### src/rtl/countdown_timer.sv
// Multi-digit mixed-radix BCD countdown timer with tick prescaler, load/start/pause control and alarm.
// Optional build macro: COUNTDOWN_AUTORELOAD_EN (reload the clamped preset on expiry instead of stopping).
module countdown_timer #(
  parameter int NUM_DIGITS  = 4,
  parameter int SEXAGESIMAL = 1,
  parameter int CLK_DIV     = 10,
  parameter int DIV_WIDTH   = 4
) (
  input  logic                    clk,
  input  logic                    reset_n,
  input  logic                    load,
  input  logic                    start,
  input  logic                    pause,
  input  logic [4*NUM_DIGITS-1:0] preset,
  output logic [4*NUM_DIGITS-1:0] count,
  output logic                    running,
  output logic                    tick,
  output logic                    done,
  output logic                    alarm
);

  localparam int CW = 4 * NUM_DIGITS;
  localparam logic [DIV_WIDTH-1:0] DIV_LAST = DIV_WIDTH'(CLK_DIV - 1);
`ifdef COUNTDOWN_AUTORELOAD_EN
  localparam bit AUTORELOAD = 1'b1;
`else
  localparam bit AUTORELOAD = 1'b0;
`endif

  typedef enum logic [1:0] {
    S_IDLE    = 2'd0,
    S_RUN     = 2'd1,
    S_PAUSED  = 2'd2,
    S_EXPIRED = 2'd3
  } state_t;

  state_t                 state_q, state_d;
  logic [DIV_WIDTH-1:0]   presc_q;
  logic [CW-1:0]          count_q;
  logic                   tick_q, done_q;
  logic                   tick_fire, dec_zero, reload_ok;
  logic [CW-1:0]          count_dec, preset_cl;

  // Odd-index digits are the tens-of-seconds / tens-of-minutes places in mm:ss mode.
  function automatic logic [3:0] digit_max(input int idx);
    if (SEXAGESIMAL != 0 && (idx % 2) == 1) return 4'd5;
    return 4'd9;
  endfunction

  function automatic logic [CW-1:0] clamp_bcd(input logic [CW-1:0] v);
    logic [CW-1:0] r;
    r = v;
    for (int i = 0; i < NUM_DIGITS; i++) begin
      if (v[4*i +: 4] > digit_max(i)) r[4*i +: 4] = digit_max(i);
    end
    return r;
  endfunction

  function automatic logic [CW-1:0] dec_bcd(input logic [CW-1:0] v);
    logic [CW-1:0] r;
    logic          borrow;
    r      = v;
    borrow = 1'b1;
    for (int i = 0; i < NUM_DIGITS; i++) begin
      if (borrow) begin
        if (v[4*i +: 4] == 4'd0) begin
          r[4*i +: 4] = digit_max(i);
        end else begin
          r[4*i +: 4] = v[4*i +: 4] - 4'd1;
          borrow      = 1'b0;
        end
      end
    end
    return r;
  endfunction

  // A tick only happens when no strobe overrides it on the same edge.
  assign tick_fire = (state_q == S_RUN) && !load && !pause && (presc_q == DIV_LAST);
  assign count_dec = dec_bcd(count_q);
  assign dec_zero  = (count_dec == '0);
  assign preset_cl = clamp_bcd(preset);
  assign reload_ok = AUTORELOAD && (preset_cl != '0);

  always_ff @(posedge clk or negedge reset_n) begin
    if (!reset_n) state_q <= S_IDLE;
    else          state_q <= state_d;
  end

  always_comb begin
    state_d = state_q;
    if (load) begin
      state_d = S_IDLE;
    end else if (pause) begin
      if (state_q == S_RUN) state_d = S_PAUSED;
    end else if (start && (state_q == S_IDLE || state_q == S_PAUSED) && count_q != '0) begin
      state_d = S_RUN;
    end else if (tick_fire && dec_zero && !reload_ok) begin
      state_d = S_EXPIRED;
    end
  end

  always_comb begin
    running = (state_q == S_RUN);
    alarm   = (state_q == S_EXPIRED);
  end

  // Prescaler holds its value outside RUN so a pause keeps the partial tick.
  always_ff @(posedge clk or negedge reset_n) begin
    if (!reset_n) begin
      presc_q <= '0;
      count_q <= '0;
      tick_q  <= 1'b0;
      done_q  <= 1'b0;
    end else begin
      tick_q <= tick_fire;
      done_q <= tick_fire && dec_zero;
      if (load) begin
        presc_q <= '0;
        count_q <= preset_cl;
      end else if (tick_fire) begin
        presc_q <= '0;
        count_q <= (dec_zero && reload_ok) ? preset_cl : count_dec;
      end else if (state_q == S_RUN && !pause) begin
        presc_q <= presc_q + 1'b1;
      end
    end
  end

  assign count = count_q;
  assign tick  = tick_q;
  assign done  = done_q;

endmodule

### config.mk
export PLATFORM = sky130hd
export DESIGN_NAME = countdown_timer
export DESIGN_NICKNAME = d
export VERILOG_FILES = /design/src/rtl/countdown_timer.sv
export SDC_FILE = /design/constraint.sdc
export NUM_CORES = 1
export LEC_CHECK = 0
export BUFFER_PORTS_ARGS = -buffer_cell sky130_fd_sc_hd__clkbuf_2
export CORE_MARGIN = 2
export CORE_UTILIZATION = 50
export CTS_BUF_LIST = sky130_fd_sc_hd__clkbuf_16
export DETAILED_ROUTE_END_ITERATION = 10
export GPL_TIMING_DRIVEN = 0
export PLACE_DENSITY = 0.77
export SLEW_MARGIN = 15
export SYNTH_ARGS = -nofsm -noshare
export SYNTH_HDL_FRONTEND = slang
export SYNTH_SLANG_ARGS = --single-unit
### constraint.sdc
create_clock -name clk -period 5.02 [get_ports clk]
set_clock_uncertainty 0.1 [all_clocks]
set_input_delay 0.502 -clock clk [delete_from_list [all_inputs] [get_ports clk]]
set_output_delay 0.502 -clock clk [all_outputs]
set_load 0.02 [all_outputs]
# Yosys cells after proc, flatten, opt, wreduce, memory -nomap -nowiden
# Cells that the tools add are included.
totals:
  romBits: 0
  mem_count: 0
  ram_bits: 0
  word_cells: 76
  register_bits: 24
  latch_bits: 0
  output_inout_bits: 20
classes:
  n_shift: 0
  n_eq_ne: 5
  bitwise_logic: 0
  n_lt_le_gt_ge: 4
  n_mul: 0
  div_mod_pow: 0
  n_addsub: 5
  mux: 36
  reduce_logical: 21
op_table:
  columns: ["cell", "count"]
  rows:
  - ["4-bit 2-to-1 mux", 18]
  - ["16-bit 2-to-1 mux", 2]
  - ["16-bit logical NOT", 1]
  - ["4-bit logical NOT", 4]
  - ["16-bit nonzero test", 1]
  - ["4-bit by 1-bit subtractor with 4-bit output, second input constant", 4]
  - ["1-bit 2-to-1 mux", 11]
  - ["2-bit 2-to-1 mux", 5]
  - ["4-bit by 3-bit > comparator with 1-bit output, second input constant", 2]
  - ["4-bit > comparator, second input constant", 2]
  - ["1-bit logical AND", 7]
  - ["4-bit by 1-bit adder with 4-bit output, second input constant", 1]
  - ["2-bit == test, second input constant", 2]
  - ["4-bit == test, second input constant", 1]
  - ["4-bit nonzero test", 1]
  - ["3-bit by 2-bit inequality test with 1-bit output, second input constant", 1]
  - ["3-bit nonzero test", 1]
  - ["2-bit by 1-bit == test with 1-bit output, second input constant", 1]
  - ["1-bit logical NOT", 2]
  - ["2-bit logical NOT", 1]
  - ["2-bit AND reduction", 1]
  - ["2-bit nonzero test", 1]
  - ["1-bit logical OR", 1]

# Longest topological paths before layout
logic_depth:
  word_depth: 14
  depth_mapped: 8
  mapped_depth_nobuf: 6

# Least setup slack after synthesis
# OpenSTA, ideal clock, no wires.
synth_timing:
  path_type: "flip-flop to flip-flop"
  startpoint: "register count_q[11] (netlist: count[11])"
  endpoint: "register state_q[0]"
  path_slack_ps: 2782
  t_arrival_ps: 2014
  setup_time_ps: 124
  path_stages_with_launch: 5
  synth_period_minus_slack_ps: 2238
  path_cell_list: "dfrtp_1 -> or4_4 -> or4_4 -> o2111a_1 -> o31a_1"
synth_via:
  elab_chain_len: 8
synth_lines:
  columns: ["item", "line", "rtl"]
  rows:
  - ["start, declared", "39", "logic [CW-1:0] count_q;"]
  - ["start signal, assigned", "119", "count_q <= preset_cl;"]
  - ["start signal, assigned", "122", "count_q <= (dec_zero && reload_ok) ? preset_cl : count_dec;"]
  - ["parallel branches: the longest is 8 deep, another holds 4-bit by 1-bit subtractor with 4-bit output", null, null]
  - ["end signal, assigned", "86", "else state_q <= state_d;"]
  - ["end, declared", "37", "state_t state_q, state_d;"]
# Several ways; the timed one is not identified.
# A chain may end at the register's enable or synchronous reset.

# Worst setup path in the final report
layout_timing:
  startpoint: "register presc_q[1]"
  endpoint: "register count_q[14] (netlist: count[14])"
layout_via:
  elab_chain_len: 3
layout_lines:
  columns: ["item", "line", "rtl"]
  rows:
  - ["start, declared", "38", "logic [DIV_WIDTH-1:0] presc_q;"]
  - ["start signal, assigned", "124", "presc_q <= presc_q + 1'b1;"]
  - ["4-bit == test", "78", "assign tick_fire = (state_q == S_RUN) && !load && !pause && (presc_q == DIV_LAST);"]
  - ["1-bit logical AND", "78", null]
  - ["2-bit nonzero test (no line)", null, null]
# Every way passes these cells.

==> metrics.cfg <==
[outcome]
outcome=completed

[floorplan]
die_x_um=57.04
die-area_um2=3253
num_rows=19
start_util=0.5189
core_um2=2710
die_h_um=57.04
ios=41

[synth]
synthCells=153
syn_nets=176
synth.cell_area_um2=1406
synth-async-reset-ratio=1.000
synth.distinct_cells=46
syn_avg_cell_area_um2=9.192
synth_enable_flop_cells=0
synth_ff_type=dfrtp_1
ys_warn_count=0
ys_seq_area_frac=0.4270
ys_ff_latch=24

[timing]
clock.fmax_mhz=430.3
finalHoldViolations=0
min_period_ps=2324
grt_setup_unrepaired=no
relSlewSlack=0.5815
setup-tns-final_ps=0
worst_pin_slew_ps=627.8
setup_viol=0
slew_violations=0
finalCritPeriodShare=0.4629

[route]
drt-initial-drc-count=66
viasPerCell=6.189
drc=0
drt_wl_total_um=3526
num_vias=1405
firstDrtPassIters=5
routedWlPerCell_um=15.53
antenna_left=0

[setup_path]
end_kind=register
worstPathRequired_ps=5100
cp_data_arrival_time_ps=2400
critical_path_class=register to register
reg2reg_depth=7
start_kind=register
path_max_fanout=8

[placement]
port_buffers=39
routabilityCongestion=0.7608
place_area_um2=1640
dp.cells=223
dp_hpwl_um=2567

[layout]
fin_cells=227
final_cell_mix=clkbuf_2 (40), dfrtp_1 (24), nor2_1 (16)
diodes=0
syn2layout_area_growth_pct=22.24
final_common_cell=clkbuf_2
fillers=245
final_net_count=220
drive_gt1_frac=0.2857
fin_area_um2=1719

[pwr]
peakVddDrop_uv=184.5
p_switching_uw=130.2
combPwrFrac=0.157
intPower_uw=338.9
swShare=0.2775
pwr_density_cell_nw_per_um2=272.9
power_frac_seq=0.468
p_leak_nw=0.7523
clkPwrFrac=0.375
power_uw=469.1

[global_route]
antenna_found_initial=0
grt_start_max_net_pins=25
grt_usage=0.2327
grt-ovfl-total=0
grt_first_pass_wirelength_um=5940
grt_pass1_vias=1346

[worst_hold_path]
hp-class=input port to async pin

[clocking]
cts_tree=done
cts.sinks=24
post-cts-setup-buffer-count=0
cts_resized=0
cts_buffers=3
holdBufCountCts=0
htreeDepth=1
clk_latency_ps=260
clk_path_buf_depth=2
cts_root_buf=clkbuf_16
clkSlewWorstSetupHoldPaths_ps=60

[run]
drv_cap=0

## cell usage after synthesis (all sizes together) (3+ instances only)
library cell	n	area, µm²
dfrtp	24	600.6
nor2	16	60.06
nand2	9	33.78
nor3	9	45.04
o21ai	9	45.04
a21oi	7	35.03
a31oi	7	43.79
clkbuf	7	27.52
or4	7	62.56
inv	6	22.52
nand3	4	20.02
o31ai	4	30.03
mux2i	3	30.03
nand4b	3	26.28
nor2b	3	18.77
nor4	3	31.28
or3	3	20.02
## cell type report
type / count / area [µm²] / share of cell area
clock inverters: 1 / 3.754 / 0.002183
clock buffers: 3 / 75.07 / 0.04367
well taps: 31 / 38.79 / 0.02256
flip-flops and latches: 24 / 600.6 / 0.3493
inverters: 6 / 22.52 / 0.01310
plain buffers: 8 / 32.53 / 0.01892
repair buffers: 39 / 195.2 / 0.1135
multi-input cells: 115 / 750.7 / 0.4367
## state kept, by name, summed over array words and instances, names as in the netlist
| register | count |
|---|---|
| tick | 1 |
| state_q | 2 |
| done | 1 |
| presc_q | 4 |
| count | 16 |
## power groups by stage
| stage | Combinational, mW | Clock [mW] | Sequential (mW) |
|---|---|---|---|
| after floorplan | 0.0334 | 0 | 0.230 |
| after global placement | 0.0723 | 0 | 0.221 |
| after detailed placement | 0.0740 | 0 | 0.222 |
| after CTS | 0.0745 | 0.176 | 0.219 |
| after global routing | 0.0815 | 0.189 | 0.221 |
| final | 0.0738 | 0.176 | 0.220 |
## kinds of logic after synthesis
family	Yosys count	synth area share
compound gates	39	0.1886
xor+xnor	2	0.01246
fa+ha+maj	2	0.01779
buf+inv	14	0.03914
flops	24	0.4270
mux	3	0.02135
simple gates	69	0.2936
## path summary, 6_finish.rpt
path                                        start                endpoint  slack, ps
min in group clk                        preset[7]    count[5]$_DFFE_PN0P_        350
hold / removal                            reset_n  presc_q[3]$_DFFE_PN0P_        150
hold reg to reg             count[15]$_DFFE_PN0P_   count[15]$_DFFE_PN0P_        480
max in group asynchronous                 reset_n  presc_q[2]$_DFFE_PN0P_       4260
setup reg to reg           presc_q[1]$_DFFE_PN0P_   count[14]$_DFFE_PN0P_       2700
setup / recovery           presc_q[1]$_DFFE_PN0P_   count[14]$_DFFE_PN0P_       2700
## routing by layer
| metal | global-route usage | wire length (µm) | vias to the layer above |
|---|---|---|---|
| li1 | - | - | 674 |
| met1 | 0.3192 | 1564 | 674 |
| met2 | 0.3711 | 1687 | 50 |
| met3 | 0.04308 | 222 | 7 |
| met4 | 0.08306 | 51 | 0 |
| met5 | 0 | 0 | - |
## critical path: stages (launching register included)
cell and delay, ps:
dfrtp_1 410, inv_1 70, ha_1 150, nor4bb_1 220, clkbuf_2 240, nand2_1 190, or4_2 680, a31oi_1 180
## metrics by stage
step                  util  hold slack [ps]  setup slack [ps]
finish              0.6343            151.4              2696
global route        0.6343            194.6              2517
CTS                 0.6343            170.2              2694
detailed placement  0.6053            439.1              2590
global placement    0.6053            439.1              2625
floorplan                -            106.4              2782
Note: power is estimated with default switching activity, not from simulation.
